**src/rtl/jk_pkg.sv**
```systemverilog
// Shared types and JK drive encodings for the JK-flip-flop based modulo counter.
package jk_pkg;

  typedef struct packed {
    logic j;
    logic k;
  } jk_in_t;

  localparam jk_in_t JK_HOLD = 2'b00;
  localparam jk_in_t JK_CLR  = 2'b01;
  localparam jk_in_t JK_SET  = 2'b10;
  localparam jk_in_t JK_TGL  = 2'b11;

  // Forced bits steer the cell straight to a target value; otherwise toggle or hold.
  function automatic jk_in_t jk_drive(input logic force_en, input logic target,
                                      input logic toggle);
    if (force_en) return target ? JK_SET : JK_CLR;
    return toggle ? JK_TGL : JK_HOLD;
  endfunction

endpackage

```
**src/rtl/jk_sync_counter_if.sv**
```systemverilog
// Control/status bundle of jk_sync_counter. Load signals exist only when
// JK_CNT_LOAD_EN is defined.
interface jk_sync_counter_if #(
  parameter int WIDTH = 4
);
  logic             en;
  logic             up;
`ifdef JK_CNT_LOAD_EN
  logic             load;
  logic [WIDTH-1:0] load_val;
`endif
  logic [WIDTH-1:0] q;
  logic             tc;
  logic             wrap;

`ifdef JK_CNT_LOAD_EN
  modport master (output en, up, load, load_val, input q, tc, wrap);
  modport slave  (input en, up, load, load_val, output q, tc, wrap);
`else
  modport master (output en, up, input q, tc, wrap);
  modport slave  (input en, up, output q, tc, wrap);
`endif
endinterface

```
**src/rtl/jk_cell.sv**
```systemverilog
// Single JK flip-flop with synchronous active-high reset to 0.
module jk_cell (
  input  logic clk,
  input  logic reset,
  input  logic j,
  input  logic k,
  output logic q
);

  always_ff @(posedge clk) begin
    if (reset) begin
      q <= 1'b0;
    end else begin
      case ({j, k})
        2'b00:   q <= q;
        2'b01:   q <= 1'b0;
        2'b10:   q <= 1'b1;
        default: q <= ~q;
      endcase
    end
  end

endmodule

```
**src/rtl/jk_sync_counter.sv**
```systemverilog
// Up/down modulo-MODULUS counter built from WIDTH JK cells.
// Optional parallel load is enabled by defining JK_CNT_LOAD_EN.
module jk_sync_counter
  import jk_pkg::*;
#(
  parameter int WIDTH   = 4,
  parameter int MODULUS = 10
) (
  input  logic               clk,
  input  logic               reset,
  jk_sync_counter_if.slave   bus
);

  if (MODULUS < 2 || MODULUS > (2 ** WIDTH)) begin : g_bad_modulus
    $error("jk_sync_counter: MODULUS %0d outside 2..2**WIDTH", MODULUS);
  end

  localparam logic [WIDTH-1:0] MAX = WIDTH'(MODULUS - 1);

  logic [WIDTH-1:0] q_cell;
  logic [WIDTH-1:0] tog;
  jk_in_t           drive [WIDTH];
  logic             load_act;
  logic [WIDTH-1:0] load_sat;
  logic             wrap_r;

`ifdef JK_CNT_LOAD_EN
  assign load_act = bus.load;
  assign load_sat = (bus.load_val > MAX) ? MAX : bus.load_val;
`else
  assign load_act = 1'b0;
  assign load_sat = '0;
`endif

  // Ripple-free carry/borrow: bit i toggles when all lower bits are 1 (up) or 0 (down).
  always_comb begin
    tog[0] = 1'b1;
    for (int i = 1; i < WIDTH; i++) begin
      tog[i] = tog[i-1] & (bus.up ? q_cell[i-1] : ~q_cell[i-1]);
    end
  end

  always_comb begin
    for (int i = 0; i < WIDTH; i++) begin
      drive[i] = JK_HOLD;
      if (load_act) begin
        drive[i] = jk_drive(1'b1, load_sat[i], 1'b0);
      end else if (bus.en) begin
        if (bus.up && q_cell >= MAX) begin
          drive[i] = JK_CLR;
        end else if (!bus.up && (q_cell == '0 || q_cell > MAX)) begin
          drive[i] = jk_drive(1'b1, MAX[i], 1'b0);
        end else begin
          drive[i] = jk_drive(1'b0, 1'b0, tog[i]);
        end
      end
    end
  end

  for (genvar g = 0; g < WIDTH; g++) begin : g_cell
    jk_cell u_cell (
      .clk   (clk),
      .reset (reset),
      .j     (drive[g].j),
      .k     (drive[g].k),
      .q     (q_cell[g])
    );
  end

  assign bus.q  = q_cell;
  assign bus.tc = bus.up ? (q_cell == MAX) : (q_cell == '0);

  // tc coincides exactly with the wrap condition, so the pulse just registers it.
  always_ff @(posedge clk) begin
    if (reset) wrap_r <= 1'b0;
    else       wrap_r <= bus.en && bus.tc && !load_act;
  end

  assign bus.wrap = wrap_r;

endmodule

```
**src/flat_wrapper.sv**
```systemverilog
// flat-port wrapper written by rule: the top's interface ports become plain ports
module jk_sync_counter_flat import jk_pkg::*;
#(
  parameter int WIDTH   = 4,
  parameter int MODULUS = 10
)
  (clk, reset, bus_en, bus_up, bus_q, bus_tc, bus_wrap);
  jk_sync_counter_if #(.WIDTH(WIDTH)) bus_i ();
  input  logic clk;
  input  logic reset;
  input wire logic [$bits(bus_i.en)-1:0] bus_en;
  input wire logic [$bits(bus_i.up)-1:0] bus_up;
  output wire logic [$bits(bus_i.q)-1:0] bus_q;
  output wire logic [$bits(bus_i.tc)-1:0] bus_tc;
  output wire logic [$bits(bus_i.wrap)-1:0] bus_wrap;
  assign bus_i.en = bus_en;
  assign bus_i.up = bus_up;
  assign bus_q = bus_i.q;
  assign bus_tc = bus_i.tc;
  assign bus_wrap = bus_i.wrap;
  jk_sync_counter #(.WIDTH(WIDTH), .MODULUS(MODULUS)) u_core (.clk(clk), .reset(reset), .bus(bus_i));
endmodule
```
**config.mk**
```make
export PLATFORM = sky130hd
export DESIGN_NAME = jk_sync_counter_flat
export DESIGN_NICKNAME = d
export VERILOG_FILES = /design/src/rtl/jk_pkg.sv /design/src/rtl/jk_sync_counter_if.sv /design/src/rtl/jk_cell.sv /design/src/rtl/jk_sync_counter.sv /design/src/flat_wrapper.sv
export SDC_FILE = /design/constraint.sdc
export NUM_CORES = 1
export LEC_CHECK = 0
export BUFFER_PORTS_ARGS = -buffer_cell sky130_fd_sc_hd__buf_2
export CORE_UTILIZATION = 49
export CTS_CLUSTER_SIZE = 14
export DETAILED_ROUTE_END_ITERATION = 10
export GPL_ROUTABILITY_DRIVEN = 0
export PLACE_DENSITY = 0.77
export SKIP_CTS_REPAIR_TIMING = 1
export SLEW_MARGIN = 20
export SYNTH_ARGS = -nofsm -noshare
export SYNTH_HDL_FRONTEND = slang
export SYNTH_SLANG_ARGS = --single-unit
```
**constraint.sdc**
```tcl
create_clock -name clk -period 1.7 [get_ports clk]
set_input_delay 0.255 -clock clk [delete_from_list [all_inputs] [get_ports clk]]
set_output_delay 0.255 -clock clk [all_outputs]
set_load 0.05 [all_outputs]
```
==> run metrics, run 1 <==
syn_nets 99; vias per inst ~5.8; htree depth 1; Slew @ Worst Pin 0.2899 ns; die area 0.001494 mm²; M2 GR Usage 0.3958; overall die width 38.65 µm; Final #Nets 115; Gate power share 0.726; Psw 616.0 µW; Hold Crit Class input port to register; ratio of cells with drive above 1 in the final layout 0.4412; Worst R2R Setup Slack 0.03 ns; CTS sink cnt 5; post-route ant nets 0; Clock Power Share 0.115; synthesized area 658.1 µm²; RSZ-0062 raised after global routing yes; P&R area growth vs syn 36.31%; sequential-to-total area share from yosys stat 0.1521; Synth Instances 87; remaining global-route overflow 0; Layout fillers 94; die height 38.65 µm; Worst-path clk slew 0.05 ns; Final Cell Area 897.1 µm²; CTS tree built; Clock Root Buffer clkbuf_4; final hold vios 0; DP HPWL 1052 µm; initial core utilization 0.5620; drt wl/cell 13.65 µm; MaxCap Viol Count 0; drt total wl 1583 µm; drt drc 0; Fmax 0.6006 GHz; drt first pass iters 4; core box area 0.001171 mm²; startpoint types register; CP endpoint kind register; dpl ws -0.07830 ns; status completed; most frequent cells in the layout 10 x buf_4, 8 x nand2_1, 8 x buf_2; antenna cells 0; Reg power frac 0.159; FF+latch count, synth 5; cell area power density 1417 mW/mm²; Synth Area per Inst 7.565 µm²; Arrival @ worst endpoint 1.80 ns; Sw Share 0.4844; Multi-input gate area 559.3 µm²; Tot GR Track Use 0.2329; global routing usage on met1 0.2394; post-route minimum period around 1.7 ns; port buffer count 9; CTS max path bufs 2; num ports 10; Peak VDD IR around 770 µV; # setup viols final 0; 1st-iter DRT viols 6; first-pass GRT wire length 2332 µm; clock skew 0.001088 ns; slew margin rel. 0.8068; register area 108.9 µm²; Worst EP required 1.83 ns; insertion delay to the later sink of the worst-skew pair approximately 0.25 ns; Power Internal around 660 µW; CTS Buf Count 3; CP max FO 6; WS Path Type register to register; yosys warns 0; initial antenna violation count 0; leading cell type in the layout, fill and taps excluded buf_4; post-route setup slack between 0.03 and 0.04 ns; static leakage 0.0003910 µW; GRT met3 Usage 0.09827; row count 12; grt peak-use layer met2; pin count of the biggest net entering global routing 15; Slew Limit Fails 0; count of different cell masters after synthesis 32; Final Cycle Share 0.9794; dpl cell area between 700 and 800 µm²; total number of vias 674; vias in the first global route 586
-- synthesized netlist by cell type (all sizes together) --
master / number / area, µm²
o21ai: 5 / 25.02
a21boi: 1 / 7.510
inv: 6 / 22.52
o2111ai: 1 / 8.760
ha: 8 / 100.1
o31ai: 1 / 7.510
nor3: 8 / 56.31
o22ai: 1 / 6.260
nand3: 1 / 5.000
xnor2: 1 / 8.760
nor2b: 2 / 12.51
xor2: 1 / 8.760
a31oi: 4 / 25.02
nand2b: 1 / 6.260
nor4b: 1 / 15.01
or2: 2 / 15.02
o21a: 2 / 15.01
a21o: 2 / 15.01
and2: 2 / 12.51
nand2: 8 / 30.03
a32oi: 1 / 8.760
dfxtp: 5 / 100.1
a32o: 2 / 20.02
clkbuf: 1 / 3.750
nor2: 3 / 11.26
buf: 9 / 71.32
a21oi: 8 / 40.04
-- metal layers --
metal / share of wire / routed length (µm) / vias up
li1: - / - / 338
met1: 0.40 / 633 / 315
met2: 0.55 / 867 / 17
met3: 0.039 / 62 / 4
met4: 0.012 / 19 / 0
met5: 0 / 0 / -
-- worst paths after layout --
check | start | end | cells past startpoint
max | u_core.g_cell[0].u_cell.q | u_core.g_cell[3].u_cell.q | 7
min reg2reg | u_core.g_cell[2].u_cell.q | u_core.g_cell[2].u_cell.q | 3
min | reset | u_core.g_cell[0].u_cell.q | 2
max reg2reg | u_core.g_cell[0].u_cell.q | u_core.g_cell[3].u_cell.q | 7
-- critical path, cell delays in order, from the launching register on --
cell	delay, ns
dfxtp_4	0.36
or2_4	0.27
nor3_4	0.27
nor2_2	0.10
ha_4	0.28
nor3_2	0.03
a31oi_1	0.14
a21oi_1	0.08
-- stage by stage --
step,hold WS (ns),instances,utilization,TNS [ns],power (µW)
2_1_floorplan,0.3241,87,-,0,767.2
3_3_place_gp,0.5053,112,0.6496,0,931.2
3_5_place_dp,0.5079,112,0.6496,-0.1459,953.7
4_1_cts,0.2446,116,0.6720,-0.2320,1109
5_1_grt,0.2289,116,0.7660,-0.1486,1366
6_report,0.2391,116,0.7660,0,1272
-- area by class of cell --
class	count	share of cell area
Clock buffer	4	0.02929
Inverter	6	0.02510
Multi-Input combinational cell	66	0.6234
Sequential cell	5	0.1213
Tap cell	14	0.01953
Timing Repair Buffer	21	0.1813
-- power by group through the flow --
stage	clock network (µW)	registers (µW)	logic (µW)
final	146	203	923
after floorplan	0	183	584
after detailed placement	0	189	764
after CTS	149	189	770
after global routing	164	206	995
after global placement	0	189	742
-- sequential cells by signal, summed over array words and instances (netlist names) --
name                    count
u_core.bus.wrap             1
u_core.g_cell.u_cell.q      4
-- kinds of logic (layout without fill, tap and decap cells) --
kind of cell	after synthesis	after routing	synth area share
AOI/OAI and AO/OA	28	28	0.2719
xor gates and xnor gates	2	2	0.02662
adders and majority gates	8	8	0.1521
buffers and inverters	16	31	0.1483
DFF	5	5	0.1521
and+or+nand+nor	28	28	0.2491
Power figures use the tool's default switching activity.
==> run 2, diff against run 1 <==
--- a/config.mk
+++ b/config.mk
@@ -5,12 +5,14 @@
 export SDC_FILE = /design/constraint.sdc
 export NUM_CORES = 1
 export LEC_CHECK = 0
+export ABC_AREA = 1
 export BUFFER_PORTS_ARGS = -buffer_cell sky130_fd_sc_hd__buf_2
-export CORE_UTILIZATION = 49
+export CORE_AREA = 2 2 39 41
 export CTS_CLUSTER_SIZE = 14
 export DETAILED_ROUTE_END_ITERATION = 10
+export DIE_AREA = 0 0 41 43
 export GPL_ROUTABILITY_DRIVEN = 0
-export PLACE_DENSITY = 0.77
+export PLACE_DENSITY = 0.68
 export SKIP_CTS_REPAIR_TIMING = 1
 export SLEW_MARGIN = 20
 export SYNTH_ARGS = -nofsm -noshare
==> run metrics, run 2 <==
status completed; final hold vios 0 (unchanged); Synth top cells by count 16 x nand2_1, 11 x nor2_1, 9 x inv_1, 8 x ha_1, 5 x dfxtp_1; Final Cycle Share 0.9983 (+0.01889); Arrival @ worst endpoint 1.85 ns (+0.05 ns); Tot GR Track Use 0.1431 (-0.08975); drt drc 0 (unchanged); Worst R2R Setup Slack 0.003 ns (-0.03 ns); worst setup path startpoint u_core.g_cell[1].u_cell.q; Worst EP required 1.86 ns (+0.03 ns); row count 14 (+2); MaxCap Viol Count 0 (unchanged); total number of vias 551 (-18%); post-route ant nets 0 (unchanged); vias in the first global route 441 (-25%); Slew @ Worst Pin 0.2480 ns (-0.04188 ns); startpoint types register; Peak VDD IR 821.8 µV (+6.3%); slew margin rel. 0.8358 (+0.02905); Synth Instances 80 (-8.0%); 1st-iter DRT viols 15 (+9); P&R area growth vs syn 44.32%; yosys warns 0 (unchanged); Slew Limit Fails 0 (unchanged); count of different cell masters after synthesis 18 (-44%); most frequent cells in the layout 15 x nand2_1, 11 x buf_4, 10 x nor2_1; area leader, netlist dfxtp_1; Most used DFF post-synth dfxtp_1; Worst-path clk slew 0.04 ns (about the same); drt first pass iters 4 (unchanged); syn_nets 92 (-7.1%); clock skew 0.003222 ns (+0.002135 ns); # setup viols final 0 (unchanged); core box area 0.001384 mm² (+18%); Hold Crit Depth 2 (unchanged); vias per inst 4.750 (-18%); WS Path Type register to register; remaining global-route overflow 0 (unchanged); Fmax 0.5892 GHz (-1.9%); antenna cells 0 (unchanged); ratio of cells with drive above 1 in the final layout 0.4700 (+0.02882); Final #Nets 113 (-1.7%); Clock Root Buffer clkbuf_4; die height 43 µm (+11%); sequential-to-total area share from yosys stat 0.1856 (+0.03352); worst r2r src u_core.g_cell[1].u_cell.q; num ports 10 (unchanged); Hold Crit Class input port to register; hold path startpoint reset; Biggest register u_core.g_cell.u_cell.q; CP max FO 4 (-2); leading cell type in the layout, fill and taps excluded nand2_1; RSZ-0062 raised after global routing yes; pin count of the biggest net entering global routing 6 (-9); Min Hold Slack 0.2615 ns (+0.02239 ns); area share of the largest cell type after synthesis 0.1856 (+0.03352); drt total wl 1255 µm (-21%); synthesized area 539.3 µm² (-18%); port buffer count 9 (unchanged); drt wl/cell 10.82 µm (-21%); leading post-synthesis cells by cell area dfxtp_1 19%, ha_1 19%, nand2_1 11%; die area 0.001763 mm² (+18%); cell area power density 1967 mW/mm² (+39%); htree depth 1 (unchanged); CTS tree built; insertion delay to the later sink of the worst-skew pair 0.24 ns (about the same); CTS sink cnt 5 (unchanged); CTS max path bufs 2 (unchanged); CP endpoint kind register; FF+latch count, synth 5 (unchanged); max reg flops 4 (unchanged); post-route minimum period 1.697 ns (+0.03212 ns); Register-to-Register Path Depth 11 (+4); Final Util 0.5624 (-0.2036); EDFF count, synth 0 (unchanged); initial antenna violation count 0 (unchanged); count leader, synth nand2_1; Min-Delay Endpoint u_core.g_cell[2].u_cell.q; Synth Area per Inst 6.741 µm² (-11%); static leakage 0.0003834 µW (-1.9%); overall die width 41 µm (+6.1%); reg2reg end u_core.g_cell[2].u_cell.q; DP HPWL 901.8 µm (-14%); first-pass GRT wire length 1745 µm (-25%); CTS Buf Count 3 (unchanged); initial core utilization 0.3897 (-0.1723); Synth async-reset ratio 0 (unchanged)
run 2: cell count changes in the layout (fill, tap and decap cells not counted), moves of 3 or more:
cell and change:
nand2_2 +3, nand2_1 +7, a31oi_1 -4, nor3_4 -4, nor2_1 +8, a21oi_1 -7, a211oi_1 +3
run 2: worst max path at each step:
| stage | endpoint | slack (ns) |
|---|---|---|
| global route | u_core.g_cell[2].u_cell.q | -0.12 |
| CTS | u_core.g_cell[1].u_cell.q | -0.02 |
| floorplan | u_core.g_cell[2].u_cell.q | 0.13 |
| global placement | u_core.g_cell[2].u_cell.q | 0.006 |
| finish | u_core.g_cell[2].u_cell.q | 0.003 |
| detailed placement | u_core.g_cell[1].u_cell.q | -0.008 |
run 2: cell type report:
cell class	count	area [µm²]
fillers	134	605.6
multi-input cells	60	447.9
clock buffers	4	26.28
well taps	16	20.02
inverters	11	46.29
flip-flops and latches	5	110.1
repair buffers	20	127.6
run 2: critical path, cell delays in order, from the launching register on:
cell and delay (ns):
dfxtp_4 0.36, inv_4 0.07, nand2_4 0.06, o21bai_4 0.19
nand2_2 0.08, inv_2 0.09, nand3b_1 0.13, ha_4 0.30
nand2_2 0.04, o21ai_2 0.04, nor2_1 0.06, a211oi_1 0.18
run 2: report_power, final:
group          internal (µW)  leakage [µW]  switching [µW]
sequential               182     0.0000432            80.2
combinational            453      0.000325             679
clock                   88.7     0.0000150            48.8
total                    723      0.000383             808
run 2: logic make-up (layout without fill, tap and decap cells):
kind of cell               count (synthesis)  count (layout)  share of synthesized area
AOI/OAI and AO/OA                         10              10                     0.1369
xor gates and xnor gates                   1               1                    0.01624
adders and majority gates                  8               8                     0.1856
buffers and inverters                     15              35                     0.1323
DFF                                        5               5                     0.1856
and+or+nand+nor                           41              41                     0.3434
run 2: layer usage:
metal  GRT usage  wire [µm]
met1      0.1879        579
met2      0.2063        614
met3     0.03141         44
met4     0.08000         16
met5           0          0
run 2: metrics by stage:
stage	power, µW	setup TNS [ns]	area (µm²)	instances	setup slack, ns
floorplan	931.7	0	539.3	80	0.1309
CTS	1258	-0.04446	653.1	112	-0.02168
global route	1674	-0.2581	778.2	116	-0.1159
global placement	1101	0	626.9	108	0.006202
finish	1531	0	778.2	116	0.002825
detailed placement	1113	-0.01414	626.9	108	-0.007902
